**src/rtl/kbd_pkg.sv**
```systemverilog
// Shared types and constants for the keyboard event pacer.
package kbd_pkg;

  // Bit positions inside the 11-bit ps2_key bus.
  localparam int PS2_TGL   = 10;
  localparam int PS2_PRESS = 9;
  localparam int PS2_EXT   = 8;

  // One buffered key event (the toggle bit is not stored).
  typedef struct packed {
    logic       ext;
    logic       press;
    logic [7:0] code;
  } kbd_evt_t;

  // Pacer state, also exported on the debug port.
  typedef enum logic {
    PACE_IDLE = 1'b0,
    PACE_HOLD = 1'b1
  } pace_state_t;

  // Extract an event from ps2_key[9:0].
  function automatic kbd_evt_t evt_from_ps2(input logic [9:0] k);
    kbd_evt_t e;
    e.ext   = k[PS2_EXT];
    e.press = k[PS2_PRESS];
    e.code  = k[7:0];
    return e;
  endfunction

  // Rebuild ps2_key[9:0] from a stored event.
  function automatic logic [9:0] evt_to_ps2(input kbd_evt_t e);
    return {e.press, e.ext, e.code};
  endfunction

endpackage

```
**src/rtl/kbd_event_fifo.sv**
```systemverilog
// Synchronous FIFO of key events with occupancy count and reset flush.
//
// Handshake: push_i is accepted on a clock edge when the FIFO is not full,
// or when it is full and a pop is accepted on the same edge. pop_i is
// accepted only when the FIFO is not empty; pop_data_o is valid whenever
// empty_o is low and shows the oldest entry. A rejected push is simply lost.
module kbd_event_fifo
  import kbd_pkg::*;
#(
  parameter int DEPTH = 8
) (
  input  logic                         clk_i,
  input  logic                         rst_i,
  input  logic                         push_i,
  input  kbd_evt_t                     push_data_i,
  input  logic                         pop_i,
  output kbd_evt_t                     pop_data_o,
  output logic                         full_o,
  output logic                         empty_o,
  output logic [$clog2(DEPTH+1)-1:0]   level_o
);

  localparam int AW = $clog2(DEPTH);
  localparam int LW = $clog2(DEPTH+1);

  kbd_evt_t        mem_q [DEPTH];
  logic [AW-1:0]   wr_ptr_q, wr_ptr_d;
  logic [AW-1:0]   rd_ptr_q, rd_ptr_d;
  logic [LW-1:0]   level_q,  level_d;
  logic            do_push, do_pop;

  assign full_o     = (level_q == LW'(DEPTH));
  assign empty_o    = (level_q == '0);
  assign level_o    = level_q;
  assign pop_data_o = mem_q[rd_ptr_q];

  assign do_pop  = pop_i && !empty_o;
  assign do_push = push_i && (!full_o || do_pop);

  // Next-state for pointers and occupancy; pointers wrap since DEPTH is 2^n.
  always_comb begin
    wr_ptr_d = wr_ptr_q;
    rd_ptr_d = rd_ptr_q;
    level_d  = level_q;
    if (do_push) wr_ptr_d = wr_ptr_q + 1'b1;
    if (do_pop)  rd_ptr_d = rd_ptr_q + 1'b1;
    case ({do_push, do_pop})
      2'b10:   level_d = level_q + 1'b1;
      2'b01:   level_d = level_q - 1'b1;
      default: level_d = level_q;
    endcase
  end

  // Pointer/occupancy registers; reset flushes the contents.
  always_ff @(posedge clk_i) begin
    if (rst_i) begin
      wr_ptr_q <= '0;
      rd_ptr_q <= '0;
      level_q  <= '0;
    end else begin
      wr_ptr_q <= wr_ptr_d;
      rd_ptr_q <= rd_ptr_d;
      level_q  <= level_d;
    end
  end

  // Storage write; contents need no reset because the pointers gate reads.
  always_ff @(posedge clk_i) begin
    if (do_push && !rst_i) mem_q[wr_ptr_q] <= push_data_i;
  end

endmodule

```
**src/rtl/kbd_event_pacer.sv**
```systemverilog
// Buffers PS/2 make/break events and replays them on a ps2_key-format bus,
// holding each one for MIN_SCANS CPU matrix scans (or TIMEOUT cycles).
module kbd_event_pacer
  import kbd_pkg::*;
#(
  parameter int DEPTH     = 8,
  parameter int MIN_SCANS = 2,
  parameter int TIMEOUT   = 262144
) (
  input  logic                         clk_sys,
  input  logic                         reset,
  input  logic [10:0]                  ps2_key,
  input  logic                         scan_strobe,
  output logic [10:0]                  ps2_key_out,
  output logic                         busy,
  output logic [$clog2(DEPTH+1)-1:0]   fifo_level,
  output logic                         overflow,
  output pace_state_t                  dbg_state
);

  localparam int SW = $clog2(MIN_SCANS+1);
  localparam int TW = (TIMEOUT > 1) ? $clog2(TIMEOUT) : 1;
  localparam logic [SW-1:0] SCAN_MAX = SW'(MIN_SCANS);
  localparam logic [TW-1:0] TIME_MAX = TW'(TIMEOUT-1);

  logic            old_tgl_q;
  logic            push;
  logic            pop;
  logic            fifo_full, fifo_empty;
  kbd_evt_t        fifo_head;
  pace_state_t     state_q;
  logic [9:0]      out_data_q;
  // Not reset: a reset-driven flip would look like a new event downstream.
  logic            out_tgl_q = 1'b0;
  logic [SW-1:0]   scan_cnt_q;
  logic [TW-1:0]   timer_q;
  logic            overflow_q;
  logic            scan_inc, scan_done, timer_done;

  // Toggle tracker; also loads during reset so no phantom event follows it.
  always_ff @(posedge clk_sys) begin
    old_tgl_q <= ps2_key[PS2_TGL];
  end

  assign push = !reset && (old_tgl_q != ps2_key[PS2_TGL]);
  assign pop  = (state_q == PACE_IDLE) && !fifo_empty;

  kbd_event_fifo #(.DEPTH(DEPTH)) u_fifo (
    .clk_i       (clk_sys),
    .rst_i       (reset),
    .push_i      (push),
    .push_data_i (evt_from_ps2(ps2_key[9:0])),
    .pop_i       (pop),
    .pop_data_o  (fifo_head),
    .full_o      (fifo_full),
    .empty_o     (fifo_empty),
    .level_o     (fifo_level)
  );

  assign scan_inc   = scan_strobe && (scan_cnt_q != SCAN_MAX);
  assign scan_done  = scan_inc && (scan_cnt_q == SCAN_MAX - 1'b1);
  assign timer_done = (timer_q == TIME_MAX);

  // Pacing FSM: issue the FIFO head, then hold until enough scans or timeout.
  always_ff @(posedge clk_sys) begin
    if (reset) begin
      state_q    <= PACE_IDLE;
      out_data_q <= '0;
      scan_cnt_q <= '0;
      timer_q    <= '0;
    end else begin
      case (state_q)
        PACE_IDLE: begin
          if (!fifo_empty) begin
            out_data_q <= evt_to_ps2(fifo_head);
            out_tgl_q  <= ~out_tgl_q;
            scan_cnt_q <= '0;
            timer_q    <= '0;
            state_q    <= PACE_HOLD;
          end
        end
        PACE_HOLD: begin
          if (scan_inc)    scan_cnt_q <= scan_cnt_q + 1'b1;
          if (!timer_done) timer_q    <= timer_q + 1'b1;
          if (scan_done || timer_done) state_q <= PACE_IDLE;
        end
        default: state_q <= PACE_IDLE;
      endcase
    end
  end

  // Sticky drop flag: a push met a full FIFO with nothing leaving.
  always_ff @(posedge clk_sys) begin
    if (reset)                              overflow_q <= 1'b0;
    else if (push && fifo_full && !pop)     overflow_q <= 1'b1;
  end

  assign ps2_key_out = {out_tgl_q, out_data_q};
  assign busy        = (state_q == PACE_HOLD) | (fifo_level != '0);
  assign overflow    = overflow_q;
  assign dbg_state   = state_q;

endmodule

```
**config.mk**
```make
export PLATFORM = sky130hd
export DESIGN_NAME = kbd_event_pacer
export DESIGN_NICKNAME = d
export VERILOG_FILES = /design/src/rtl/kbd_pkg.sv /design/src/rtl/kbd_event_fifo.sv /design/src/rtl/kbd_event_pacer.sv
export SDC_FILE = /design/constraint.sdc
export NUM_CORES = 1
export LEC_CHECK = 0
export BUFFER_PORTS_ARGS = -buffer_cell sky130_fd_sc_hd__buf_2
export CORE_MARGIN = 1
export CORE_UTILIZATION = 60
export CTS_CLUSTER_SIZE = 12
export DETAILED_ROUTE_END_ITERATION = 6
export HOLD_SLACK_MARGIN = 0.15
export PLACE_DENSITY = 0.79
export SLEW_MARGIN = 20
export SYNTH_ARGS = -nofsm -noshare
export SYNTH_HDL_FRONTEND = slang
export SYNTH_SLANG_ARGS = --single-unit
export TNS_END_PERCENT = 30
```
**constraint.sdc**
```tcl
create_clock -name clk_sys -period 3.25 [get_ports clk_sys]
set_input_delay 0.325 -clock clk_sys [delete_from_list [all_inputs] [get_ports clk_sys]]
set_output_delay 0.325 -clock clk_sys [all_outputs]
set_load 0.02 [all_outputs]
```
==> impl_metrics.toml <==
[setup_path]
worst-path-max-fanout = 9
startpoint_type = "flop"
path_buf_inv = 1
cp_cell_sequence = "nor3_1 -> a311oi_2 -> inv_2 -> ha_1 -> xor2_1 -> ha_1 -> a21oi_1 -> xor2_1 -> or3_1 -> a21oi_1"
required_ns = 3.69
crit_type = "flop to flop"
crit_path_top_delay_cell = "dfxtp_1"
worstReg2RegStart = "u_fifo.level_o[1]"
end_kind = "flop"
cp_top_family = "compound AO/OA/AOI/OAI gates"
critPathMaxStageDelay_ns = 0.50
crit_start = "u_fifo.level_o[1]"
cp.arrival_ns = 3.18

[global_route]
grt_pass1_wl_mm = 16.5
grt_antenna_before_repair = 0
track_usage_pct = 25.4
grt_overflow_total = 0
grt_pass1_vias = 3304
grt_max_degree = 45

[die]
fp.coreArea_um2 = 8340
initial_utilization_pct = 63.2
dieArea_um2 = 9170
num_io_pins = 32
die_w_um = 95.8
die_h_um = 95.8
row_count = 33

[pwr]
p_int_mw = 3.39
power.density_nw_per_um2 = 797
power_frac_clock_pct = 36.5
switching_share_pct = 31.9
leakage_nw = 2.10
seqPwrFrac_pct = 37.9
power_mw = 4.98
comb_power_share_pct = 25.6
power.switching_mw = 1.59
vdd_drop_max_mv = 0.590

[clock_network]
postCtsSetupRepairBufs = 0
clock_path_buffers = 2
h-tree-depth = 4
clock_sinks = 124
post_cts_resized = 0
tritoncts = "yes"
numCtsBuffers = 17
hold_buffers = 12
cts_root_buf = "clkbuf_8"
cts.reportedPaths.clkPinSlew_ns = 0.06
worstSkewPairLatency_ns = 0.51

[yosys]
synth_edf_count = 81
synthDominantCellAreaShare_pct = 46.1
synth_largest_area_cell = "edfxtp_1"
synth_area_um2 = 5270
ys_warn_count = 0
asyncSetResetFlopFracSynth_pct = 0
synth_seq_cells = 124
syn_nets = 401
seq_area_frac_synth_pct = 62.4
synthCells = 379
ys.flop_type = "edfxtp_1"
synth_area_leaders = "edfxtp_1, dfxtp_1, mux4_2"
synth_cell_types = 60
avgSynthCellArea_um2 = 13.9

[cells_and_area]
fillCellCount = 496
syn_to_final_growth_pct = 18.4
final_cells = 547
final_util_pct = 74.9
n_antenna_cell = 0
final_net_count = 451
final_area_um2 = 6250
drive_gt1_share_pct = 25.8

[sta]
rsz0062_at_grt = "no"
finalHoldViolCount = 0
finalCriticalPeriod_ns = 2.73
tightest_slew_ns = 0.807
fmax_ghz = 0.366
totalNegativeSetupSlack_ns = 0
finClkSkew_ns = 0.00646
slew_viol_final = 0
final.period_utilization_pct = 84.1
finalSetupViolations = 0
relSlewSlack_pct = 46.1

[detailed_routing]
postRouteAntennaNets = 0
drc_errors = 0
via_per_inst = 6.13
dr.first_iter.drc_count = 229
vias = 3351
wl_per_cell_um = 19.6
dr.pass1.iters = 4
wl_mm = 10.7

[placement]
place_area_um2 = 5550
io_buffers = 31
hpwl_mm = 6.16
place_congestion = 0.828
dp_cells = 503

[worst_hold_path]
hp-class = "input pin to flop"
hold_start = "scan_strobe"

[job]
drv_cap = 0

[run_status]
outcome = "completed"
## cells in the mapped netlist, drive strengths merged (5+ instances only)
master,count
buf,15
ha,8
nand4,5
nand2,18
nor2,26
mux4,20
o21ai,11
nor3,6
dfxtp,43
nand3,9
inv,12
a311oi,5
mux2i,12
edfxtp,81
a211oi,15
a21oi,17
clkbuf,10
xnor2,5
## path summary, 6_finish.rpt
check / cells after the start / slack, ns / endpoint
hold reg to reg: 2 / 0.45 / overflow
setup reg to reg: 10 / 0.52 / u_fifo.level_o[2]
setup / recovery: 10 / 0.52 / u_fifo.level_o[2]
hold / removal: 3 / 0.19 / dbg_state
## layout make-up
cell class                 instances  area, um^2  share of cell area, %
inverter                          12        45.0                  0.721
sequential                       124        3290                   52.7
timing repair buffer              56         373                   5.97
clock buffer                      18         418                   6.69
multi-input combinational        218        1830                   29.2
tap                              105         131                   2.10
clock inverter                    14         160                   2.56
## through the flow
step	setup WS (ns)	hold WS [ns]
floorplan	0.433	0.353
global placement	0.712	0.431
detailed placement	0.560	0.441
CTS	0.531	0.176
global route	0.256	0.187
finish	0.518	0.187
## cell families after synthesis
group,count (synthesis),synth area share [%]
flops,124,62.4
buf+inv,37,3.18
compound gates,70,9.66
xor+xnor,8,1.33
simple gates,100,10.7
mux,32,10.8
fa+ha+maj,8,1.90
## power by group through the flow
| stage | Sequential [mW] | Clock, mW | Combinational, mW |
|---|---|---|---|
| 6_report | 1.89 | 1.82 | 1.27 |
| 5_1_grt | 1.90 | 1.90 | 1.39 |
| 4_1_cts | 1.89 | 1.84 | 1.28 |
| 3_5_place_dp | 1.92 | 0 | 1.25 |
| 3_3_place_gp | 1.91 | 0 | 1.22 |
| 2_1_floorplan | 1.98 | 0 | 0.915 |
## worst reg2reg max path: cells and delay by family, from the launching register on
kind                       cells  cell delay [ns]
AOI/OAI and AO/OA              3             0.78
xor gates and xnor gates       2             0.28
adders and majority gates      2             0.48
buffers and inverters          1             0.17
DFF                            1             0.50
and+or+nand+nor                2             0.45
## metal layers
metal	vias to the layer above	GRT usage [%]	wire length [um]
met4	0	12.1	183
li1	1568	-	-
met1	1658	30.9	4480
met3	19	5.53	492
met2	106	43.1	5560
met5	-	0	0
## sequential cells by signal, summed over array words and instances, names as in the netlist, 2 cells and up
signal / count
u_fifo.mem_q: 80
timer_q: 18
out_data_q: 10
u_fifo.level_o: 4
u_fifo.rd_ptr_q: 3
u_fifo.wr_ptr_q: 3
scan_cnt_q: 2
## layout by cell type (no fill, tap or decap), types with 3 or more instances in the layout
| cell | instances |
|---|---|
| mux2i_1 | 12 |
| ha_1 | 8 |
| dfxtp_1 | 43 |
| edfxtp_1 | 81 |
| clkinvlp_4 | 3 |
| nand2b_1 | 4 |
| nor3b_1 | 4 |
| buf_2 | 31 |
| o21ai_0 | 11 |
| nand4_1 | 4 |
| clkbuf_16 | 16 |
| a31oi_1 | 3 |
| inv_6 | 5 |
| nor3_1 | 6 |
| mux4_2 | 20 |
| nand2_1 | 18 |
| a211oi_1 | 15 |
| buf_4 | 13 |
| or3_1 | 3 |
| a21oi_1 | 16 |
| nand3_1 | 9 |
| xor2_1 | 3 |
| xnor2_1 | 5 |
| inv_1 | 11 |
| a31o_2 | 3 |
| dlygate4sd3_1 | 12 |
| nor2_1 | 26 |
| a311oi_2 | 4 |
No activity file was read; power rests on OpenSTA's default activity.
